===== src/rtl/tap_loader_mf_if.sv =====
// Bundles the ioctl download side, the RAM write port and the load-result status of tap_loader_mf.
// Handshakes: a byte enters the loader on every cycle with ioctl_download & ioctl_wr (the HPS stops
// while ioctl_wait=1). A RAM write is offered with mem_wr=1 and completes on the cycle mem_ready=1.
// mem_addr/mem_dout stay frozen while mem_wr=1 and mem_ready=0.
interface tap_loader_mf_if #(
    parameter int ADDR_W = 16
);
    logic              ioctl_download;
    logic              ioctl_wr;
    logic [7:0]        ioctl_dout;
    logic              ioctl_wait;
    logic              mem_wr;
    logic [ADDR_W-1:0] mem_addr;
    logic [7:0]        mem_dout;
    logic              mem_ready;
    logic              done;
    logic [15:0]       exec_addr;
    logic              exec_valid;
    logic [7:0]        file_type;
    logic [7:0]        file_count;
    logic [1:0]        error;

    modport slave (
        input  ioctl_download, ioctl_wr, ioctl_dout, mem_ready,
        output ioctl_wait, mem_wr, mem_addr, mem_dout,
        output done, exec_addr, exec_valid, file_type, file_count, error
    );

    modport master (
        output ioctl_download, ioctl_wr, ioctl_dout, mem_ready,
        input  ioctl_wait, mem_wr, mem_addr, mem_dout,
        input  done, exec_addr, exec_valid, file_type, file_count, error
    );
endinterface


===== src/rtl/tap_loader_mf.sv =====
// Lynx .TAP image parser: buffers ioctl download bytes, writes file payloads into RAM through a
// stallable write port, verifies each checksum and reports type, exec address and load errors.
module tap_loader_mf #(
    parameter int          ADDR_W     = 16,
    parameter int          FIFO_DEPTH = 8,
    parameter logic [15:0] BASIC_LOAD = 16'h694D,
    parameter logic [15:0] DATA_LOAD  = 16'h694D,
    parameter bit          MULTI_FILE = 1'b1
) (
    input  logic         clk,
    input  logic         reset,
    tap_loader_mf_if.slave bus,
    output logic [3:0]   dbg_state_o
);
    localparam int PW = $clog2(FIFO_DEPTH);
    localparam int CW = PW + 1;

    localparam logic [7:0] T_A = 8'h41;
    localparam logic [7:0] T_B = 8'h42;
    localparam logic [7:0] T_D = 8'h44;
    localparam logic [7:0] T_M = 8'h4D;

    typedef enum logic [3:0] {
        S_IDLE    = 4'd0,
        S_NAME    = 4'd1,
        S_TYPE    = 4'd2,
        S_LENLO   = 4'd3,
        S_LENHI   = 4'd4,
        S_LOADLO  = 4'd5,
        S_LOADHI  = 4'd6,
        S_PAYLOAD = 4'd7,
        S_CHECK   = 4'd8,
        S_EXECLO  = 4'd9,
        S_EXECHI  = 4'd10,
        S_FINISH  = 4'd11,
        S_SKIP    = 4'd12
    } state_t;

    logic [7:0]        fifo_q [FIFO_DEPTH];
    logic [PW-1:0]     wr_ptr_q, rd_ptr_q;
    logic [CW-1:0]     count_q;
    logic              empty, full, push, push_ok, pop;
    logic [7:0]        head;

    state_t            state_q;
    logic              dl_q;
    logic              dl_rise, trunc, accept, type_ok;
    logic [15:0]       len_q;
    logic [ADDR_W-1:0] load_q;
    logic [7:0]        lo_q;
    logic [7:0]        sum_q;
    logic              mem_wr_q;
    logic [7:0]        mem_dout_q;
    logic              done_q;
    logic [15:0]       exec_addr_q;
    logic              exec_valid_q;
    logic [7:0]        file_type_q;
    logic [7:0]        file_count_q;
    logic [1:0]        error_q;
    logic [1:0]        err_evt;

    assign empty   = (count_q == '0);
    assign full    = (count_q == CW'(FIFO_DEPTH));
    assign push    = bus.ioctl_download & bus.ioctl_wr;
    assign push_ok = push & ~full;
    assign head    = fifo_q[rd_ptr_q];
    assign dl_rise = bus.ioctl_download & ~dl_q;
    assign accept  = mem_wr_q & bus.mem_ready;
    assign type_ok = (head == T_B) || (head == T_M) || (head == T_D) || (head == T_A);

    // Stream ended with the file still open and nothing left to parse.
    assign trunc = ~bus.ioctl_download & empty &
                   (state_q != S_IDLE) & (state_q != S_SKIP) & (state_q != S_FINISH);

    always_comb begin
        pop = 1'b0;
        if (!empty && !dl_rise) begin
            case (state_q)
                S_FINISH:  pop = 1'b0;
                // The last payload byte must retire before the checksum byte is consumed.
                S_PAYLOAD: pop = ~mem_wr_q | (bus.mem_ready & (len_q != 16'd1));
                default:   pop = 1'b1;
            endcase
        end
    end

    always_comb begin
        err_evt = 2'd0;
        if (push && full)                                   err_evt = 2'd3;
        else if (trunc)                                     err_evt = 2'd3;
        else if (state_q == S_TYPE && pop && head != 8'hA5 && !type_ok) err_evt = 2'd2;
        else if (state_q == S_CHECK && pop && head != sum_q) err_evt = 2'd1;
    end

    always_ff @(posedge clk) begin
        if (push_ok) fifo_q[wr_ptr_q] <= bus.ioctl_dout;
    end

    always_ff @(posedge clk or negedge reset) begin
        if (!reset) begin
            wr_ptr_q <= '0;
            rd_ptr_q <= '0;
            count_q  <= '0;
        end else begin
            if (push_ok) wr_ptr_q <= wr_ptr_q + 1'b1;
            if (pop)     rd_ptr_q <= rd_ptr_q + 1'b1;
            case ({push_ok, pop})
                2'b10:   count_q <= count_q + 1'b1;
                2'b01:   count_q <= count_q - 1'b1;
                default: count_q <= count_q;
            endcase
        end
    end

    always_ff @(posedge clk or negedge reset) begin
        if (!reset) begin
            state_q      <= S_IDLE;
            dl_q         <= 1'b0;
            len_q        <= '0;
            load_q       <= '0;
            lo_q         <= '0;
            sum_q        <= '0;
            mem_wr_q     <= 1'b0;
            mem_dout_q   <= '0;
            done_q       <= 1'b0;
            exec_addr_q  <= '0;
            exec_valid_q <= 1'b0;
            file_type_q  <= '0;
            file_count_q <= '0;
            error_q      <= '0;
        end else begin
            dl_q   <= bus.ioctl_download;
            done_q <= 1'b0;

            if (dl_rise)                            error_q <= 2'd0;
            else if (error_q == 2'd0 && err_evt != 2'd0) error_q <= err_evt;

            if (dl_rise) begin
                state_q      <= S_IDLE;
                mem_wr_q     <= 1'b0;
                file_count_q <= '0;
                exec_valid_q <= 1'b0;
            end else if (trunc) begin
                state_q  <= S_IDLE;
                mem_wr_q <= 1'b0;
            end else begin
                case (state_q)
                    S_IDLE: if (pop && head == 8'h22) state_q <= S_NAME;
                    S_NAME: if (pop && head == 8'h22) begin
                        state_q <= S_TYPE;
                        sum_q   <= '0;
                    end
                    S_TYPE: if (pop && head != 8'hA5) begin
                        if (type_ok) begin
                            file_type_q <= head;
                            state_q     <= S_LENLO;
                        end else begin
                            state_q <= S_SKIP;
                        end
                    end
                    S_LENLO: if (pop) begin
                        len_q[7:0] <= head;
                        state_q    <= S_LENHI;
                    end
                    S_LENHI: if (pop) begin
                        len_q[15:8] <= head;
                        if (file_type_q == T_M) begin
                            state_q <= S_LOADLO;
                        end else begin
                            load_q  <= (file_type_q == T_B) ? ADDR_W'(BASIC_LOAD) : ADDR_W'(DATA_LOAD);
                            state_q <= ({head, len_q[7:0]} == 16'd0) ? S_CHECK : S_PAYLOAD;
                        end
                    end
                    S_LOADLO: if (pop) begin
                        lo_q    <= head;
                        state_q <= S_LOADHI;
                    end
                    S_LOADHI: if (pop) begin
                        load_q  <= ADDR_W'({head, lo_q});
                        state_q <= (len_q == 16'd0) ? S_CHECK : S_PAYLOAD;
                    end
                    S_PAYLOAD: begin
                        if (accept) begin
                            mem_wr_q <= 1'b0;
                            load_q   <= load_q + 1'b1;
                            len_q    <= len_q - 16'd1;
                            if (len_q == 16'd1) state_q <= S_CHECK;
                        end
                        // A pop on the accept cycle chains straight into the next write.
                        if (pop) begin
                            mem_wr_q   <= 1'b1;
                            mem_dout_q <= head;
                            sum_q      <= sum_q + head;
                        end
                    end
                    S_CHECK: if (pop) begin
                        if (file_type_q == T_M) begin
                            state_q <= S_EXECLO;
                        end else begin
                            exec_valid_q <= 1'b0;
                            state_q      <= S_FINISH;
                        end
                    end
                    S_EXECLO: if (pop) begin
                        lo_q    <= head;
                        state_q <= S_EXECHI;
                    end
                    S_EXECHI: if (pop) begin
                        exec_addr_q  <= {head, lo_q};
                        exec_valid_q <= 1'b1;
                        state_q      <= S_FINISH;
                    end
                    S_FINISH: begin
                        done_q <= 1'b1;
                        if (file_count_q != 8'hFF) file_count_q <= file_count_q + 8'd1;
                        state_q <= MULTI_FILE ? S_IDLE : S_SKIP;
                    end
                    S_SKIP: if (!bus.ioctl_download && empty) state_q <= S_IDLE;
                    default: state_q <= S_IDLE;
                endcase
            end
        end
    end

    assign bus.ioctl_wait = (count_q >= CW'(FIFO_DEPTH - 2));
    assign bus.mem_wr     = mem_wr_q;
    assign bus.mem_addr   = load_q;
    assign bus.mem_dout   = mem_dout_q;
    assign bus.done       = done_q;
    assign bus.exec_addr  = exec_addr_q;
    assign bus.exec_valid = exec_valid_q;
    assign bus.file_type  = file_type_q;
    assign bus.file_count = file_count_q;
    assign bus.error      = error_q;
    assign dbg_state_o    = state_q;
endmodule


===== src/flat_wrapper.sv =====
// flat-port wrapper written by rule: the top's interface ports become plain ports
module tap_loader_mf_flat 
#(
    parameter int          ADDR_W     = 16,
    parameter int          FIFO_DEPTH = 8,
    parameter logic [15:0] BASIC_LOAD = 16'h694D,
    parameter logic [15:0] DATA_LOAD  = 16'h694D,
    parameter bit          MULTI_FILE = 1'b1
)
  (clk, reset, dbg_state_o, bus_ioctl_download, bus_ioctl_wr, bus_ioctl_dout, bus_mem_ready, bus_ioctl_wait, bus_mem_wr, bus_mem_addr, bus_mem_dout, bus_done, bus_exec_addr, bus_exec_valid, bus_file_type, bus_file_count, bus_error);
  tap_loader_mf_if #(.ADDR_W(ADDR_W)) bus_i ();
  input  logic clk;
  input  logic reset;
  output logic [3:0] dbg_state_o;
  input wire logic [$bits(bus_i.ioctl_download)-1:0] bus_ioctl_download;
  input wire logic [$bits(bus_i.ioctl_wr)-1:0] bus_ioctl_wr;
  input wire logic [$bits(bus_i.ioctl_dout)-1:0] bus_ioctl_dout;
  input wire logic [$bits(bus_i.mem_ready)-1:0] bus_mem_ready;
  output wire logic [$bits(bus_i.ioctl_wait)-1:0] bus_ioctl_wait;
  output wire logic [$bits(bus_i.mem_wr)-1:0] bus_mem_wr;
  output wire logic [$bits(bus_i.mem_addr)-1:0] bus_mem_addr;
  output wire logic [$bits(bus_i.mem_dout)-1:0] bus_mem_dout;
  output wire logic [$bits(bus_i.done)-1:0] bus_done;
  output wire logic [$bits(bus_i.exec_addr)-1:0] bus_exec_addr;
  output wire logic [$bits(bus_i.exec_valid)-1:0] bus_exec_valid;
  output wire logic [$bits(bus_i.file_type)-1:0] bus_file_type;
  output wire logic [$bits(bus_i.file_count)-1:0] bus_file_count;
  output wire logic [$bits(bus_i.error)-1:0] bus_error;
  assign bus_i.ioctl_download = bus_ioctl_download;
  assign bus_i.ioctl_wr = bus_ioctl_wr;
  assign bus_i.ioctl_dout = bus_ioctl_dout;
  assign bus_i.mem_ready = bus_mem_ready;
  assign bus_ioctl_wait = bus_i.ioctl_wait;
  assign bus_mem_wr = bus_i.mem_wr;
  assign bus_mem_addr = bus_i.mem_addr;
  assign bus_mem_dout = bus_i.mem_dout;
  assign bus_done = bus_i.done;
  assign bus_exec_addr = bus_i.exec_addr;
  assign bus_exec_valid = bus_i.exec_valid;
  assign bus_file_type = bus_i.file_type;
  assign bus_file_count = bus_i.file_count;
  assign bus_error = bus_i.error;
  tap_loader_mf #(.ADDR_W(ADDR_W), .FIFO_DEPTH(FIFO_DEPTH), .BASIC_LOAD(BASIC_LOAD), .DATA_LOAD(DATA_LOAD), .MULTI_FILE(MULTI_FILE)) u_core (.clk(clk), .reset(reset), .bus(bus_i), .dbg_state_o(dbg_state_o));
endmodule

===== config.mk =====
export PLATFORM = sky130hd
export DESIGN_NAME = tap_loader_mf_flat
export DESIGN_NICKNAME = d
export VERILOG_FILES = /design/src/rtl/tap_loader_mf_if.sv /design/src/rtl/tap_loader_mf.sv /design/src/flat_wrapper.sv
export SDC_FILE = /design/constraint.sdc
export NUM_CORES = 1
export LEC_CHECK = 0
export CORE_MARGIN = 1.5
export CORE_UTILIZATION = 55
export CTS_BUF_LIST = sky130_fd_sc_hd__clkbuf_16
export CTS_CLUSTER_SIZE = 12
export DETAILED_ROUTE_END_ITERATION = 8
export PLACE_DENSITY = 0.83
export SLEW_MARGIN = 0
export SYNTH_ARGS = -nofsm -noshare
export SYNTH_HDL_FRONTEND = slang
export SYNTH_SLANG_ARGS = --single-unit

===== constraint.sdc =====
create_clock -name clk -period 3.6 [get_ports clk]
set_input_delay 0.72 -clock clk [delete_from_list [all_inputs] [get_ports clk]]
set_output_delay 0.72 -clock clk [all_outputs]
set_load 0.005 [all_outputs]

==> PnR_summary.wiki, run 1 <==
{| class="wikitable"
! Metric !! Value
|-
| Arr. time, crit path || 3.62 ns
|-
| Overall overflow remaining after global route || 0
|-
| Number of distinct library cell variants in the gate-level netlist after synthesis || 75
|-
| Post-synthesis simple-gate area fraction || 14.67%
|-
| CTS Root Buffer Type || clkbuf_16
|-
| Cell count after synthesis || 798
|-
| Total routing resource utilization after global routing || between 20% and 30%
|-
| Portion of synthesized cell area occupied by the leading cell type || 31.40%
|-
| Proportion of register bits with asynchronous set or reset after synthesis || around 63%
|-
| Largest family of logic cells by synthesized area || compound AO/OA/AOI/OAI gates
|-
| Period utilization || 91.86%
|-
| Total number of vias || roughly 6.8k
|-
| Worst Tran Pin Value || 0.8177 ns
|-
| Global-route layer with the greatest usage || met2
|-
| Sort of element at the end of the critical path || register
|-
| Peak VDD IR || 0.0005180 V
|-
| Met3 GRT Util || under 10%
|-
| Shortest clock period the worst path allows after layout || 3.307 ns
|-
| Final setup violation count || 0
|-
| Post-synthesis adder-cell area fraction || roughly 2.9%
|-
| Weighted congestion at the end of routability-driven global placement || 0.9661
|-
| Synth area leaders || dfrtp_1 31%, edfxtp_1 22%, o21ai_0 4.2%, nor2_1 4.1%, a21oi_1 2.8%
|-
| Number of buffers added by the clock tree synthesis step || 17
|-
| Number of buffers between clock root and the deepest sink || 2
|-
| Average cell area after synthesis || roughly 11 um2
|-
| Share of cell area taken by muxes after synthesis || 7.674%
|-
| Setup repair after global routing missed its margin || false
|-
| Seq/Total Area, Yosys || 53.72%
|-
| Detail-routed net length per standard cell || 18.62 um
|-
| Setup Buffers After CTS || 0
|-
| Maximum Capacitance Violations || 0
|-
| Switching Share || 34.64%
|-
| Starting utilization of the core area || 56.42%
|-
| Site Rows || between 40 and 50
|-
| Global Route met1 Usage || between 30 and 40%
|-
| Power density of the placed cells || around 600 nW/um2
|-
| Clock Pin Slew Worst Setup and Hold Paths || 0.07 ns
|-
| Num ports || 79
|-
| Sort of element at the start of the critical path || register
|-
| DRT antenna net count || 0
|-
| Clk_skew || 0.01205 ns
|-
| Area leader, netlist || dfrtp_1
|-
| Footprint of the multi-input gates || 3710 um2
|-
| Reg-to-reg critical path endpoint || u_core.bus.file_type[2]$_DFFE_PN0P_
|-
| Count of instances resized after the clock tree is built || 0
|-
| Number of detailed-route iterations in the first pass || 6
|-
| Top FF cell, synth || dfrtp_1
|-
| Status || finished, final reports clean
|-
| Number of design rule violations left after detail routing || 0
|-
| Total clock sinks || 172
|-
| Maximum fanout along the worst path || 8
|-
| Share of power burned in the clock network || slightly below 30%
|-
| Top post-synthesis cells by count || 108 x dfrtp_1, 93 x nor2_1, 72 x o21ai_0
|-
| TritonCTS clock tree || done
|-
| Post-Synthesis Cell Area || 8608 um2
|-
| Compound-cell area share of the yosys netlist || 15.67%
|-
| Fraction of met2 tracks used by global routing || 42.44%
|-
| Per-cell via count in the routed design || slightly above 6
|-
| Total wire length after detailed routing || 20,800 um
|-
| Area share of xor/xnor cells in the synthesized design || 2.137%
|-
| Total count of max-transition violations in the final report || 0
|-
| Layout cells sized above 1 || between 10% and 20%
|-
| Worst rel slew slack || 44.07%
|-
| Number of antenna violations at the first check in global routing || 0
|-
| Die outline area || ~16,000 um2
|-
| Post-synth EDFFs || 64
|-
| Pleak || 4.283 nW
|-
| Wire length of the first global-routing pass || 33,710 um
|-
| Die height || roughly 130 um
|-
| Cell-internal power || 4.073 mW
|-
| CP required || 3.91 ns
|-
| Detailed Place HPWL || 14,640 um
|-
| Warnings from Yosys || 0
|-
| Seq cells post-synth || 172
|-
| Port Buffers || 78
|-
| R2r setup slk || 0.29 ns
|-
| Number of global-route vias before repair || 6,411
|-
| Register cell area after layout || 4627 um2
|-
| Number of design-rule violations left by the first detailed-router iteration || 594
|-
| Diodes inserted || 0
|-
| Clock insertion delay at the later pin of the skew report || roughly 0.44 ns
|-
| Hold Vio Cnt, Final || 0
|-
| Hold Crit Class || input pin to asynchronous set/reset pin
|-
| Mapped Nets || a little over 800
|-
| Post-cts hold buffer count || 0
|-
| Clock H-tree levels || 4
|-
| Minimum hold slack || 0.3544 ns
|-
| Pin count of the biggest net entering global routing || 61
|-
| Setup TNS Final || 0 ns
|-
| Number of cell instances on the worst register-to-register path || 9
|-
| Final Net Count || 925
|-
| Classification of the worst setup path || register to register
|-
| Most common cell in the synthesized netlist || dfrtp_1
|-
| Area of the placeable core || about 15,000 um2
|-
| Highest clock frequency the design can meet || approximately 0.30 GHz
|-
| Logic gate share of total power || 33.2%
|-
| Critical R2R Launch || u_core.rd_ptr_q[1]$_DFFE_PN0N_
|-
| Switching component of the power || 2.159 mW
|-
| Chip width || 128.1 um
|-
| Proportion of power drawn by flip-flops and latches || 37.6%
|-
| Area overhead of the layout relative to synthesis || 20.54%
|-
| Final-layout fill cell count || 1,110
|}
registers in the layout, summed over array words and instances, names as in the netlist:
register,flops
u_core.fifo_q,64
u_core.bus.exec_addr,16
u_core.bus.mem_addr,16
u_core.len_q,16
u_core.bus.file_count,8
u_core.bus.file_type,8
u_core.bus.mem_dout,8
u_core.lo_q,8
u_core.sum_q,8
u_core.count_q,4
u_core.dbg_state_o,4
u_core.rd_ptr_q,3
u_core.wr_ptr_q,3
u_core.bus.error,2
u_core.bus.done,1
u_core.bus.exec_valid,1
u_core.bus.mem_wr,1
u_core.dl_q,1
power by group through the flow:
stage | combinational (mW) | clock [mW] | sequential (mW)
floorplan | 1.42 | 0 | 2.27
global placement | 1.99 | 0 | 2.36
detailed placement | 2.03 | 0 | 2.37
CTS | 2.05 | 1.84 | 2.34
global route | 2.24 | 1.91 | 2.36
finish | 2.07 | 1.82 | 2.34
cell type report:
cell class / instances / share of cell area, %
Sequential cell: 172 / 44.59
Multi-Input combinational cell: 561 / 35.75
Timing Repair Buffer: 118 / 10.64
Clock buffer: 17 / 4.100
Tap cell: 211 / 2.544
Clock inverter: 15 / 1.543
Inverter: 23 / 0.8320
stage by stage:
stage	instance area, um2	worst slack, ns	cells	util [%]	total power [mW]
floorplan	8608	0.3692	798	-	3.683
global placement	9787	0.2758	1085	64.14	4.352
detailed placement	9787	0.1783	1085	64.14	4.399
CTS	10370	0.1374	1117	67.98	6.231
global route	10380	0.003780	1117	68.00	6.510
finish	10380	0.2930	1117	68.00	6.232
cell families (layout without fill, tap and decap cells):
kind of cell | after synthesis | count (layout)
mux | 48 | 48
xor+xnor | 21 | 21
compound gates | 212 | 212
simple gates | 261 | 261
fa+ha+maj | 19 | 19
buf+inv | 65 | 173
flops | 172 | 172
worst max-delay path, cell delays in order, from the launching register on:
cell,delay [ns]
dfrtp_2,0.49
mux4_2,0.57
mux2i_4,0.18
inv_2,0.06
buf_4,0.17
or4_1,0.47
o31ai_1,0.12
o211a_1,0.25
and4_1,0.49
mux2_1,0.38
cell usage in the layout, fill, tap and decap left out, types with 22 or more instances in the layout:
master and instances:
buf_4 39, dfrtp_1 106, clkdlybuf4s50_1 77, o21ai_0 72, nor3_1 27, nand2_1 56, a21oi_1 49, inv_1 22
nor2_1 93, edfxtp_1 64
how the worst max path moves through the flow:
stage / cells past startpoint / slack, ns / end / startpoint
after detailed placement: 10 / 0.18 / u_core.sum_q[7]$_DFFE_PN0P_ / u_core.rd_ptr_q[1]$_DFFE_PN0N_
after CTS: 10 / 0.14 / u_core.sum_q[7]$_DFFE_PN0P_ / u_core.rd_ptr_q[1]$_DFFE_PN0N_
final: 9 / 0.29 / u_core.bus.file_type[2]$_DFFE_PN0P_ / u_core.rd_ptr_q[1]$_DFFE_PN0N_
after global routing: 10 / 0.004 / u_core.sum_q[7]$_DFFE_PN0P_ / u_core.rd_ptr_q[1]$_DFFE_PN0N_
after global placement: 11 / 0.28 / u_core.sum_q[7]$_DFFE_PN0P_ / u_core.rd_ptr_q[1]$_DFFE_PN0N_
after floorplan: 12 / 0.37 / u_core.sum_q[7]$_DFFE_PN0P_ / u_core.rd_ptr_q[1]$_DFFE_PN0N_
metal layers:
layer | vias up | routed length (um)
met5 | - | 0
met4 | 0 | 898
met3 | 51 | 1356
met2 | 272 | 9813
met1 | 3358 | 8730
li1 | 3155 | -
No activity file was read; power rests on OpenSTA's default activity.
==> run 2: changes to the inputs <==
- CTS_CLUSTER_SIZE: 12 -> default
==> results of run 2 <==
Same layout as run 1: the final DEF is identical, and so are final timing and power.
